[src/rtl/rca_4b_pkg.sv]
// rtl/rca_4b_pkg.sv - shared constants for the registered ripple-carry adder
// Purpose: holds the default operand width used by rca_4b.
// Ports: none (package).
package rca_4b_pkg;
   localparam int DEFAULT_WIDTH = 4;
endpackage

[src/rtl/rca_4b_full_adder.sv]
// rtl/rca_4b_full_adder.sv - single-bit full adder cell for the ripple chain
// Purpose: one bit of the ripple-carry adder.
// Ports:
//   a, b  in   operand bits
//   cin   in   carry into this bit
//   s     out  sum bit
//   cout  out  carry out of this bit
module full_adder (
   input  logic a,
   input  logic b,
   input  logic cin,
   output logic s,
   output logic cout
);
   logic p;

   assign p    = a ^ b;
   assign s    = p ^ cin;
   assign cout = (a & b) | (cin & p);
endmodule

[src/rtl/rca_4b.sv]
// rtl/rca_4b.sv - registered WIDTH-bit ripple-carry adder with overflow and valid
// Purpose: {c_out,sum} = a + b + c_in through a ripple of full_adder cells,
//          captured one clock after in_valid is sampled.
// Ports:
//   clk        in   rising-edge clock
//   rst        in   synchronous active-high reset
//   in_valid   in   a/b/c_in valid this cycle
//   a, b       in   WIDTH-bit operands
//   c_in       in   carry into bit 0
//   sum        out  registered low WIDTH bits of the result
//   c_out      out  registered carry out of the MSB
//   ovf        out  registered signed overflow
//   out_valid  out  registered in_valid, qualifies sum/c_out/ovf
module rca_4b
   import rca_4b_pkg::*;
#(
   parameter int WIDTH = DEFAULT_WIDTH
) (
   input  logic             clk,
   input  logic             rst,
   input  logic             in_valid,
   input  logic [WIDTH-1:0] a,
   input  logic [WIDTH-1:0] b,
   input  logic             c_in,
   output logic [WIDTH-1:0] sum,
   output logic             c_out,
   output logic             ovf,
   output logic             out_valid
);
   logic [WIDTH:0]   c;
   logic [WIDTH-1:0] s;
   logic             ovf_comb;

   assign c[0] = c_in;

   for (genvar i = 0; i < WIDTH; i++) begin : g_bit
      full_adder u_fa (
         .a   (a[i]),
         .b   (b[i]),
         .cin (c[i]),
         .s   (s[i]),
         .cout(c[i+1])
      );
   end

   // Signed overflow: carry into the sign bit disagrees with carry out of it.
   assign ovf_comb = c[WIDTH-1] ^ c[WIDTH];

   // Results hold while idle so the last valid add stays observable.
   always_ff @(posedge clk) begin
      if (rst) begin
         sum       <= '0;
         c_out     <= 1'b0;
         ovf       <= 1'b0;
         out_valid <= 1'b0;
      end else begin
         out_valid <= in_valid;
         if (in_valid) begin
            sum   <= s;
            c_out <= c[WIDTH];
            ovf   <= ovf_comb;
         end
      end
   end
endmodule

[config.mk]
export PLATFORM = sky130hd
export DESIGN_NAME = rca_4b
export DESIGN_NICKNAME = d
export VERILOG_FILES = /design/src/rtl/rca_4b_pkg.sv /design/src/rtl/rca_4b_full_adder.sv /design/src/rtl/rca_4b.sv
export SDC_FILE = /design/constraint.sdc
export NUM_CORES = 1
export LEC_CHECK = 0
export BUFFER_PORTS_ARGS = -buffer_cell sky130_fd_sc_hd__buf_2
export CAP_MARGIN = 5
export CORE_AREA = 5 5 42 44
export DETAILED_ROUTE_END_ITERATION = 10
export DIE_AREA = 0 0 47 49
export GPL_TIMING_DRIVEN = 0
export SLEW_MARGIN = 40
export SYNTH_ARGS = -nofsm -noshare
export SYNTH_HDL_FRONTEND = slang
export SYNTH_SLANG_ARGS = --single-unit
export TNS_END_PERCENT = 100
[constraint.sdc]
create_clock -name clk -period 2.2 [get_ports clk]
set_clock_uncertainty 0.2 [all_clocks]
set_input_delay 0.33 -clock clk [delete_from_list [all_inputs] [get_ports clk]]
set_output_delay 0.33 -clock clk [all_outputs]
set_load 0.02 [all_outputs]
==> key figures <==
Floorplanning
  – Chip height: 49 um
  – Number of rows in the core area: 14
  – Die area: 2300 sq um
  – Std-Cell Core Area: 1400 sq um
  – Initial core utilization: 0.258
  – Io pins: 19
  – Horizontal die dimension: 47 um

Critical path
  – Reg2reg setup slack: 1330 ps
  – Sort of element at the start of the critical path: primary input
  – Required time at the endpoint of the critical path: 2170 ps
  – Reg-to-Reg Start: ovf$_SDFFE_PP0P_
  – Data arrival time at the worst-slack endpoint: 2160 ps
  – Critical-path maximum fanout: 2
  – Worst Setup Path Type: primary input to flop
  – Reg2Reg Capture Point: ovf$_SDFFE_PP0P_
  – Kind of capture point of the worst setup path: flop
  – Crit. Startpoint: a[0]
  – Number of cell instances on the worst register-to-register path: 2

Synthesis
  – Synthesized Nets: 49
  – Post-synthesis instance total: 33
  – Distinct cell type count after synthesis: 12
  – Total standard cell area after synthesis: 362 sq um
  – Synthesized area per cell: 11.0 sq um
  – Sequential element share of the synthesized area: 0.388
  – Yosys warning count: 0
  – Flip-flop and latch count after synthesis: 7

Detailed routing
  – Number of antenna-violating nets in the routed design: 0
  – Number of DRC violations after detailed-routing iteration 0: 0
  – Met2 WL post-DR: 328 um
  – DRC violations left: 0
  – Via density: 4.03
  – Routed Wire Length: 708 um
  – Via count: 282
  – Detailed-route wire length on metal 1: 277 um
  – Routed length per instance: 10.1 um
  – Highest metal used: met4
  – Detailed-routed wire length on met3: 65 um
  – Initial DRT Pass Iterations: 1

Status
  – Run status: finished, final reports clean

Final layout
  – Total number of nets in the final design: 71
  – Area of combinational cells with multiple inputs: 191 sq um
  – Share of layout cells above drive strength 1: 0.519
  – FILL cells: 161
  – Diodes inserted: 0
  – Seq. cell area: 140 sq um
  – Number of standard cells in the final layout excluding fillers: 70
  – Layout area overhead: 38.8%
  – Util after Layout: 0.358

Worst hold path
  – Worst hold-check path type: primary input to flop
  – Min-Delay Endpoint: sum[1]$_SDFFE_PP0P_
  – Source of the worst hold timing path: in_valid
  – Hold Path Depth: 2

GRT
  – Via count of the first global-routing pass: 315
  – Total global-route track usage: 0.0801
  – Antenna violations before repair: 0
  – Total global routing overflow: 0
  – Pin count of the biggest net entering global routing: 11
  – Global-route wire length before repair: 1240 um

Clock network
  – TritonCTS clock tree: built
  – Number of buffers inserted to repair setup after CTS: 0
  – Clock transition at the registers of the reported paths: 60 ps
  – Clock Tree Root: clkbuf_4
  – Number of clock sinks: 7
  – Total number of H-tree levels: 1
  – Worst skew pair latency: 250 ps
  – Maximum buffer depth of the clock tree: 2
  – Cts-stage hold buffer count: 0
  – Number of clock buffers inserted by TritonCTS: 3

Power and ir drop
  – Leak: 0.000266 uW
  – Power per cell area: 697 nW/um^2
  – Highest ir drop seen on vdd: 0.000226 V
  – Overall power consumption: 350 uW

STA
  – Fmax achieved: 458 MHz
  – Unrepaired setup endpoints after global routing: true
  – Transition time at the pin with the least slew margin: 175 ps
  – Fin worst setup slack: 17.0 ps
  – Worst rel slew slack: 0.883
  – Final worst path period share: 0.992
  – Number of setup violations in the final report: 0
  – Time the final worst path needs with I/O delays and setup: 2180 ps
  – Fin. max-slew vios: 0
  – Worst hold-check slack: 116 ps
  – Total count of hold-check failures in the final report: 0

Placement
  – Post-DP HPWL: 568 um
  – Worst slack at placement: -242 ps
  – Number of port buffers: 17
  – Placer Congestion: 0.685
  – Total placed cells including tap cells: 66

Run
  – Max-Cap Viols: 0
-- placed cells by master (no fill, tap or decap) --
| master | instances |
|---|---|
| a211oi_1 | 2 |
| a211oi_2 | 1 |
| a21o_1 | 1 |
| buf_2 | 17 |
| buf_6 | 1 |
| clkbuf_4 | 3 |
| clkinv_2 | 1 |
| dfxtp_1 | 7 |
| fa_1 | 3 |
| fa_2 | 1 |
| inv_1 | 6 |
| inv_2 | 1 |
| mux2i_1 | 2 |
| nor2_1 | 3 |
| nor2_2 | 2 |
| nor2b_4 | 1 |
| nor3b_1 | 1 |
| xnor2_1 | 1 |
-- power by group --
part / internal, uW / switching (uW) / total, uW / leakage, uW
registers: 139 / 5.29 / 144 / 0.0000581
logic: 38.7 / 46.7 / 85.4 / 0.000190
clock network: 66.7 / 53.5 / 120 / 0.0000177
total: 244 / 106 / 350 / 0.000266
-- logic make-up (layout without fill, tap and decap cells) --
kind of cell | count (synthesis) | in the layout | synth area share
buffers and inverters | 8 | 29 | 0.104
AO/OA/AOI/OAI | 4 | 4 | 0.0830
XOR/XNOR | 1 | 1 | 0.0242
multiplexers | 2 | 2 | 0.0554
AND/OR/NAND/NOR | 7 | 7 | 0.125
flip-flops | 7 | 7 | 0.388
adder cells (fa/ha/maj) | 4 | 4 | 0.221
-- metrics by stage --
step / instance area (sq um) / setup TNS (ps)
3_3_place_gp: 469 / -421
6_report: 502 / 0
4_1_cts: 497 / 0
5_1_grt: 502 / -61.3
3_5_place_dp: 469 / -473
2_1_floorplan: 364 / -40.2
-- area by class of cell --
cell class	count	area share
multi-input combinational	18	0.382
sequential	7	0.279
timing repair buffer	17	0.170
inverter	7	0.0524
clock buffer	3	0.0449
tap	16	0.0399
buffer	1	0.0224
clock inverter	1	0.00998
-- sequential cells by signal, summed over array words and instances, names as in the netlist --
signal	flops
sum	4
ovf	1
out_valid	1
c_out	1
-- metal layers --
metal	up-vias	GRT usage
met5	-	0
met2	12	0.115
met4	0	0.0968
met1	123	0.0831
li1	143	-
met3	4	0.0148
-- timing repair --
action	CTS	global route
endpoints found under the hold margin	0	0
setup endpoints to repair	0	1
resized for setup	0	1
-- worst max-delay path by stage --
stage,cells after the start,endpoint,slack [ps]
final,9,sum[3]$_SDFFE_PP0P_,20
after global routing,9,sum[3]$_SDFFE_PP0P_,-60
after CTS,9,sum[3]$_SDFFE_PP0P_,0.2
after detailed placement,9,sum[3]$_SDFFE_PP0P_,-240
after global placement,9,sum[3]$_SDFFE_PP0P_,-230
after floorplan,8,sum[3]$_SDFFE_PP0P_,-40
-- cell usage after synthesis --
master	instances	area [sq um]
nor3b_1	1	7.51
a21o_1	1	7.51
nor2b_4	1	13.8
fa_1	4	80.1
nor2_2	2	12.5
nor2_1	3	11.3
xnor2_1	1	8.76
inv_1	7	26.3
buf_6	1	11.3
mux2i_1	2	20.0
dfxtp_1	7	140
a211oi_1	3	22.5
-- worst max-delay path, cell delays in order --
cell and delay, ps:
buf_2 110, fa_1 410, inv_1 80, fa_1 150, inv_1 50, fa_2 350
inv_2 60, fa_1 420, a211oi_2 200
(Power assumes the default switching activity.)
